$ cat src/rtl/corr_pkt_pkg.sv
// Shared definitions for the correlator packet format.
// The packetizer that writes the FIFO and the reader that consumes it both use these.
package corr_pkt_pkg;

  localparam int PKT_BYTES = 5;

  typedef logic [2:0]  byte_idx_t;
  typedef logic [7:0]  win_num_t;
  typedef logic [31:0] pkt_payload_t;

  // Byte order inside one window packet
  localparam byte_idx_t BYTE_WINNUM  = 3'd0;
  localparam byte_idx_t BYTE_X       = 3'd1;
  localparam byte_idx_t BYTE_Y       = 3'd2;
  localparam byte_idx_t BYTE_ISECT   = 3'd3;
  localparam byte_idx_t BYTE_SYMDIFF = byte_idx_t'(PKT_BYTES - 1);

  // Advance the byte index, wrapping after the last byte of a packet
  function automatic byte_idx_t next_idx(input byte_idx_t idx);
    return (idx == BYTE_SYMDIFF) ? BYTE_WINNUM : idx + 3'd1;
  endfunction

endpackage

$ cat src/rtl/corr_pkt_reader_if.sv
// Record handshake between the packet reader (master) and the host-side sink (slave).
interface corr_pkt_reader_if;
  import corr_pkt_pkg::*;

  logic         valid;
  logic         ready;
  win_num_t     win_num;
  pkt_payload_t pkt;

  modport master (output valid, output win_num, output pkt, input ready);
  modport slave  (input valid, input win_num, input pkt, output ready);

endinterface

$ cat src/rtl/corr_seq_check.sv
// Window-number continuity checker: tracks the expected next window and
// accumulates a saturating count of windows that went missing.
module corr_seq_check
  import corr_pkt_pkg::*;
#(
  parameter int DROP_COUNT_W = 16
) (
  input  logic                    clk,
  input  logic                    rst_n,
  input  logic                    cg,
  input  logic                    load,
  input  logic                    flush,
  input  win_num_t                win_num,
  output logic                    seq_err,
  output logic [DROP_COUNT_W-1:0] drop_count,
  output logic                    synced
);

  win_num_t expected;
  win_num_t gap;

  // Add an 8-bit gap to the counter, clamping at all-ones
  function automatic logic [DROP_COUNT_W-1:0] sat_add(input logic [DROP_COUNT_W-1:0] a,
                                                      input win_num_t b);
    logic [DROP_COUNT_W:0] sum;
    sum = {1'b0, a} + (DROP_COUNT_W+1)'(b);
    return sum[DROP_COUNT_W] ? {DROP_COUNT_W{1'b1}} : sum[DROP_COUNT_W-1:0];
  endfunction

  // Windows skipped between the expected and the received number (mod 256)
  assign gap = win_num - expected;

  // Update sync state, error pulse and drop counter on each record load
  always_ff @(posedge clk or negedge rst_n) begin
    if (!rst_n) begin
      seq_err    <= 1'b0;
      drop_count <= '0;
      synced     <= 1'b0;
      expected   <= '0;
    end else if (cg) begin
      seq_err <= 1'b0;
      if (load) begin
        expected <= win_num + 8'd1;
        synced   <= 1'b1;
        if (synced && gap != 8'd0) begin
          seq_err    <= 1'b1;
          drop_count <= sat_add(drop_count, gap);
        end
      end else if (flush) begin
        synced <= 1'b0;
      end
    end
  end

endmodule

$ cat src/rtl/corr_pkt_reader.sv
// Correlator packet FIFO reader: pops bytes from the show-ahead FIFO,
// reassembles 5-byte window packets and presents them as records.
// Optional window continuity checking is built when CORR_PKT_READER_SEQCHECK_EN is defined.
module corr_pkt_reader
  import corr_pkt_pkg::*;
#(
  parameter int DROP_COUNT_W = 16
) (
  input  logic                    i_clk,
  input  logic                    i_rst_n,
  input  logic                    i_cg,
  input  logic [7:0]              i_pktfifo_data,
  input  logic                    i_pktfifo_empty,
  output logic                    o_pktfifo_pop,
  input  logic                    i_flush,
  corr_pkt_reader_if.master       rec,
  output logic                    o_seqErr,
  output logic [DROP_COUNT_W-1:0] o_dropCount,
  output logic                    o_synced
);

  byte_idx_t    idx;
  win_num_t     win_hold;
  logic [23:0]  pay_hold;
  logic         rec_valid;
  win_num_t     rec_win;
  pkt_payload_t rec_pkt;
  logic         pop;
  logic         load;

  // Bytes 0..3 always drain; the last byte waits until the output slot is free
  assign pop  = i_cg && !i_pktfifo_empty && !i_flush &&
                (idx != BYTE_SYMDIFF || !rec_valid || rec.ready);
  assign load = pop && (idx == BYTE_SYMDIFF);

  assign o_pktfifo_pop = pop;
  assign rec.valid     = rec_valid;
  assign rec.win_num   = rec_win;
  assign rec.pkt       = rec_pkt;

  // Byte index: advances per pop, flush restarts at the window-number byte
  always_ff @(posedge i_clk or negedge i_rst_n) begin
    if (!i_rst_n) begin
      idx <= BYTE_WINNUM;
    end else if (i_cg && i_flush) begin
      idx <= BYTE_WINNUM;
    end else if (pop) begin
      idx <= next_idx(idx);
    end
  end

  // Holding registers collect the window number and the first three payload bytes
  always_ff @(posedge i_clk or negedge i_rst_n) begin
    if (!i_rst_n) begin
      win_hold <= '0;
      pay_hold <= '0;
    end else if (pop) begin
      case (idx)
        BYTE_WINNUM: win_hold        <= i_pktfifo_data;
        BYTE_X:      pay_hold[7:0]   <= i_pktfifo_data;
        BYTE_Y:      pay_hold[15:8]  <= i_pktfifo_data;
        BYTE_ISECT:  pay_hold[23:16] <= i_pktfifo_data;
        default:     ;
      endcase
    end
  end

  // Output record: load on the last byte (wins over a same-cycle drain)
  always_ff @(posedge i_clk or negedge i_rst_n) begin
    if (!i_rst_n) begin
      rec_valid <= 1'b0;
      rec_win   <= '0;
      rec_pkt   <= '0;
    end else if (load) begin
      rec_valid <= 1'b1;
      rec_win   <= win_hold;
      rec_pkt   <= {i_pktfifo_data, pay_hold};
    end else if (i_cg && rec_valid && rec.ready) begin
      rec_valid <= 1'b0;
    end
  end

`ifdef CORR_PKT_READER_SEQCHECK_EN
  corr_seq_check #(
    .DROP_COUNT_W (DROP_COUNT_W)
  ) u_seq_check (
    .clk        (i_clk),
    .rst_n      (i_rst_n),
    .cg         (i_cg),
    .load       (load),
    .flush      (i_flush),
    .win_num    (win_hold),
    .seq_err    (o_seqErr),
    .drop_count (o_dropCount),
    .synced     (o_synced)
  );
`else
  assign o_seqErr    = 1'b0;
  assign o_dropCount = '0;
  assign o_synced    = 1'b0;
`endif

endmodule
$ cat src/flat_wrapper.sv
// flat-port wrapper written by rule: the top's interface ports become plain ports
module corr_pkt_reader_flat import corr_pkt_pkg::*;
#(
  parameter int DROP_COUNT_W = 16
)
  (i_clk, i_rst_n, i_cg, i_pktfifo_data, i_pktfifo_empty, o_pktfifo_pop, i_flush, o_seqErr, o_dropCount, o_synced, rec_valid, rec_win_num, rec_pkt, rec_ready);
  corr_pkt_reader_if rec_i ();
  input  logic i_clk;
  input  logic i_rst_n;
  input  logic i_cg;
  input  logic [7:0] i_pktfifo_data;
  input  logic i_pktfifo_empty;
  output logic o_pktfifo_pop;
  input  logic i_flush;
  output logic o_seqErr;
  output logic [DROP_COUNT_W-1:0] o_dropCount;
  output logic o_synced;
  output wire logic [$bits(rec_i.valid)-1:0] rec_valid;
  output wire logic [$bits(rec_i.win_num)-1:0] rec_win_num;
  output wire logic [$bits(rec_i.pkt)-1:0] rec_pkt;
  input wire logic [$bits(rec_i.ready)-1:0] rec_ready;
  assign rec_valid = rec_i.valid;
  assign rec_win_num = rec_i.win_num;
  assign rec_pkt = rec_i.pkt;
  assign rec_i.ready = rec_ready;
  corr_pkt_reader #(.DROP_COUNT_W(DROP_COUNT_W)) u_core (.i_clk(i_clk), .i_rst_n(i_rst_n), .i_cg(i_cg), .i_pktfifo_data(i_pktfifo_data), .i_pktfifo_empty(i_pktfifo_empty), .o_pktfifo_pop(o_pktfifo_pop), .i_flush(i_flush), .rec(rec_i), .o_seqErr(o_seqErr), .o_dropCount(o_dropCount), .o_synced(o_synced));
endmodule
$ cat config.mk
export PLATFORM = sky130hd
export DESIGN_NAME = corr_pkt_reader_flat
export DESIGN_NICKNAME = d
export VERILOG_FILES = /design/src/rtl/corr_pkt_pkg.sv /design/src/rtl/corr_pkt_reader_if.sv /design/src/rtl/corr_seq_check.sv /design/src/rtl/corr_pkt_reader.sv /design/src/flat_wrapper.sv
export SDC_FILE = /design/constraint.sdc
export NUM_CORES = 1
export LEC_CHECK = 0
export ABC_AREA = 1
export ABC_CLOCK_PERIOD_IN_PS = 5100
export CORE_ASPECT_RATIO = 0.8
export CORE_MARGIN = 2
export CORE_UTILIZATION = 30
export DETAILED_ROUTE_END_ITERATION = 10
export GPL_ROUTABILITY_DRIVEN = 0
export GPL_TIMING_DRIVEN = 0
export PLACE_DENSITY = 0.51
export SLEW_MARGIN = 10
export SYNTH_ARGS = -nofsm -noshare
export SYNTH_HDL_FRONTEND = slang
export SYNTH_SLANG_ARGS = --single-unit
$ cat constraint.sdc
create_clock -name i_clk -period 5.1 [get_ports i_clk]
set_clock_uncertainty 0.2 [all_clocks]
set_input_delay 1.02 -clock i_clk [delete_from_list [all_inputs] [get_ports i_clk]]
set_output_delay 1.02 -clock i_clk [all_outputs]
set_load 0.05 [all_outputs]
* Word level (Yosys, flattened, before mapping)
Cells that the tools add are included.
Cells by class: equal/unequal tests 5, shift operators 0, multiply operators 0, $lt $le $gt $ge 0, div/mod/pow operators 0, bitwise gates (word level) 0, reductions and logical operators 19, mux-type cells 5, add/sub/neg operators 1
Operators by type and width (count):
- two-way mux 3 bit | 3
- AND reduction 2 bit | 4
- logical AND 1 bit | 7
- == test 3 x 2 -> 1 bit, second input constant | 2
- nonzero test 2 bit | 2
- adder 3 x 1 -> 3 bit, second input constant | 1
- == test 3 x 1 -> 1 bit, second input constant | 1
- == test 3 bit, second input constant | 1
- zero test 1 bit | 3
- zero test 3 bit | 1
- inequality test 3 bit, second input constant | 1
- logical OR 1 bit | 2
- two-way mux 1 bit | 2
Word-level totals: bits in read-only memories 0, logic and storage cells 38, memories 0, latch bits 0, memory bits (writable) 0, input bits 14, output and inout port bits 60, bits in registers 76

* Depth between registers and ports, before layout
Gate-level depths: netlist (run 1).
depth in word-level cells 6, gate-level depth with buffers 8, depth with buffers taken out 7

* Worst setup path after synthesis (run 1)
No wires, ideal clock.
path kind input-to-output, start point input port i_flush, end point output port o_pktfifo_pop, stages 6, slack 2.005 ns, buffers on the path 1, arrival 1.875 ns, required time 3.880 ns, cells stage by stage inv_1 > nand2_1 > nor2_4 > buf_4 > nand2_1 > inv_1
Between the ends: longest elaborated chain between the ends 3
Ends and longest elaborated chain:
- from (decl) | RTL line flat_wrapper.sv:14 | input logic i_flush;
- zero test 1 bit | RTL line corr_pkt_reader.sv:32 | assign pop = i_cg && !i_pktfifo_empty && !i_flush &&
- logical AND 1 bit (2 in a row) | RTL line corr_pkt_reader.sv:32
- to (decl) | RTL line flat_wrapper.sv:13 | output logic o_pktfifo_pop;
No other way between the ends.

* Final worst setup path (run 1)
start point input port i_cg, end point output port o_pktfifo_pop
Between the ends: longest elaborated chain between the ends 3
Ends and longest elaborated chain:
- from (decl) | RTL line flat_wrapper.sv:10 | input logic i_cg;
- logical AND 1 bit (3 in a row) | RTL line corr_pkt_reader.sv:32
No other way between the ends.

==> out/metrics.cfg, run 1 <==
[floorplan]
die_w_um=122.8
core-area_mm2=0.01093
pin_count=74
initial_utilization_pct=30.96
design.die.area_mm2=0.01215
core.rowCount=34
chipHeight_um=99

[finish]
nNetsFinal=479
n_antenna_cell=0
nFillCells=1092
register_area_mm2=0.001902
drive_gt1_share_pct=11.42
syn2layout_area_growth_pct=32.42
final_area_mm2=0.004482
multi_input_area_mm2=0.001221

[logic_synthesis]
ys_ff_latch=76
synthXorXnorAreaFrac_pct=0
synth_top_family_by_area=simple AND/OR/NAND/NOR gates
yosys.area_share.simple_pct=31.05
synth_cell_types=17
syn_inst=376
ys_seq_area_share_pct=56.19
synth.mux.area_fraction_pct=0
synth_fa_ha_area_share_pct=1.848
synth_compound_area_share_pct=1.183
avgSynthCellArea_um2=9.001
yosysWarnings=0
netlist_area_mm2=0.003384

[sta]
rsz0062_at_grt=no
finalHoldViolCount=0
period_minus_slack_ns=4.331
setup_viol_count_final=0
period_share_pct=84.92
drv_slew=0
worst_pin_slew_ns=0.5029
relSlewSlack_pct=66.37
tns_ns=0
max_freq_mhz=230.9

[global_routing]
grt_use_met2_pct=21.38
grt_max_degree=41
antenna_found_initial=0
gr-usage-all-layers_pct=15.33
grt_use_met3_pct=5.556
use_met1_pct=22.06
grt_pass1_vias=2739
grt.busiest_layer=met1
grt_pass1_wl_mm=14.10
grt-ovfl-total=0

[drt]
drtAntennaViolNets=0
routed_wl_mm=8.618
firstDrtPassIters=4
vias_per_cell=4.521
num_vias=2749
wire_per_inst_um=14.17
drc_errors=0
drt_iter0_markers=141

[run]
cap_violations=0

[clock_tree]
cts_tree=done
cts_resized=0
cts-buffers-inserted=9
clock-sinks=76
post_cts_buffers=0
cts_hold_buf=0
clk_pin_slew_ns=0.05
cts_max_level=3
cts-root-buf=clkbuf_16
clk_latency_ns=0.34
clockBufferDepth=2

[setup_path]
cp_max_fo=10
required_ns=3.88
worstSetupStartpoint=i_cg
r2r_start=u_core.idx[0]$_DFFE_PN0P_
cp-start-kind=primary input
cp-end-kind=output pin
worstSetupPathType=primary input to output pin
arrival_ns=3.11

[power]
cellPowerDensity_mw_per_mm2=355.9
leakagePower_uw=0.002360
peakVddDrop_uv=220.1

[place]
hpwl_mm=5.952
numPortBuffers=55
dpl_cell_area_mm2=0.004197

[worst_hold_path]
min_path_type=flip-flop to flip-flop
hp-start=u_core.rec.pkt[18]$_DFFE_PN0P_

[outcome]
status=complete, no violations

worst max-delay path: stages:
cell and delay [ns]:
clkdlybuf4s50_1 0.53, nand2_1 0.11, nor2_4 0.20, buf_4 0.23, nand2_1 0.12, inv_1 0.09
clkdlybuf4s50_1 0.79
power by group:
part | internal, uW | total, uW | switching [uW]
registers | 686 | 733 | 46.4
logic | 80.7 | 244 | 163
clock network | 389 | 618 | 229
total | 1160 | 1600 | 439
flip-flops by register name, summed over array words and instances, names as in the netlist:
register	flops
u_core.rec.pkt	32
u_core.pay_hold	24
u_core.rec.win_num	8
u_core.win_hold	8
u_core.idx	3
u_core.rec.valid	1
cells in the final DEF, fill, tap and decap left out, types with 8 or more instances in the layout:
cell | synthesis | routed
nand2_1 | 147 | 147
dfrtp_1 | 76 | 76
nand4_1 | 65 | 65
conb_1 | 1 | 18
buf_2 | 14 | 14
buf_4 | 19 | 20
nand3_1 | 9 | 9
clkbuf_1 | 7 | 10
clkdlybuf4s50_1 | 0 | 54
o21ai_0 | 8 | 8
clkbuf_16 | 0 | 9
inv_1 | 17 | 17
cells by family (layout without fill, tap and decap cells):
| logic type | Yosys count | in the layout |
|---|---|---|
| other | 1 | 18 |
| adders and majority gates | 5 | 5 |
| buffers and inverters | 59 | 130 |
| DFF | 76 | 76 |
| AOI/OAI and AO/OA | 8 | 8 |
| and+or+nand+nor | 227 | 227 |
routing by layer:
metal | wire (um) | up-vias | share of wire (%)
li1 | - | 1389 | -
met2 | 3683 | 77 | 43
met4 | 123 | 0 | 1.4
met3 | 644 | 11 | 7.5
met5 | 0 | - | 0
met1 | 4166 | 1272 | 48
per-stage QoR:
step                total power (uW)  cells  util, %  setup WS [ns]  hold WS, ns
floorplan                      901.2    393        -          2.005       0.2425
global placement               982.3    592    38.22        0.09859       0.2585
detailed placement             987.9    593    38.38         0.7597       0.2609
CTS                             1616    608    40.99         0.7584       0.2745
global route                    1681    608    40.99         0.6491       0.2848
finish                          1595    608    40.99         0.7691       0.2697
worst paths after layout:
path | slack (ns) | cells after the start | end
worst max-delay path | 0.77 | 7 | o_pktfifo_pop
worst min-delay path | 0.27 | 2 | u_core.rec.pkt[18]$_DFFE_PN0P_
worst max register to register | 3.16 | 8 | u_core.rec.pkt[4]$_DFFE_PN0P_
worst min register to register | 0.27 | 2 | u_core.rec.pkt[18]$_DFFE_PN0P_
max in group asynchronous | 3.66 | 2 | u_core.rec.pkt[25]$_DFFE_PN0P_
min in group asynchronous | 0.45 | 1 | u_core.rec.pkt[5]$_DFFE_PN0P_
layout make-up:
class / count / area share, %
Sequential cell: 76 / 42.43
Multi-Input combinational cell: 258 / 27.25
Timing Repair Buffer: 56 / 12.67
Buffer: 42 / 5.835
Clock buffer: 13 / 5.583
Tap cell: 144 / 4.020
Inverter: 17 / 1.424
Clock inverter: 2 / 0.7817
synth_stat cells, drive strengths merged:
cell type  number  area (um^2)
nand2         147        551.8
inv            17        63.81
o21ai           8        40.04
buf            35        235.2
conb            1        3.750
ha              5        62.56
nand3           9        45.04
nor2            4        27.52
clkbuf          7        26.28
nand3b          1        7.510
dfrtp          76         1902
nand4          66        419.2
No activity file was read; power rests on OpenSTA's default activity.
==> inputs of run 2 (changes only) <==
Settings changed: ABC_CLOCK_PERIOD_IN_PS 5100 to 4400.
Clock period 5.1 ns to 4.4 ns, I/O delays scaled along.
==> results of run 2 <==
Same layout as run 1 (identical final DEF). Status: complete, no violations.
Among the figures that moved: setup slack after placement 0.7597 ns -> 0.3397 ns; setup slack after layout 0.7691 ns -> 0.3491 ns; register-to-register setup slack 3.16 ns -> 2.46 ns; total power 1595 uW -> 1849 uW; worst IR drop on VDD 220.1 uV -> 255.1 uV
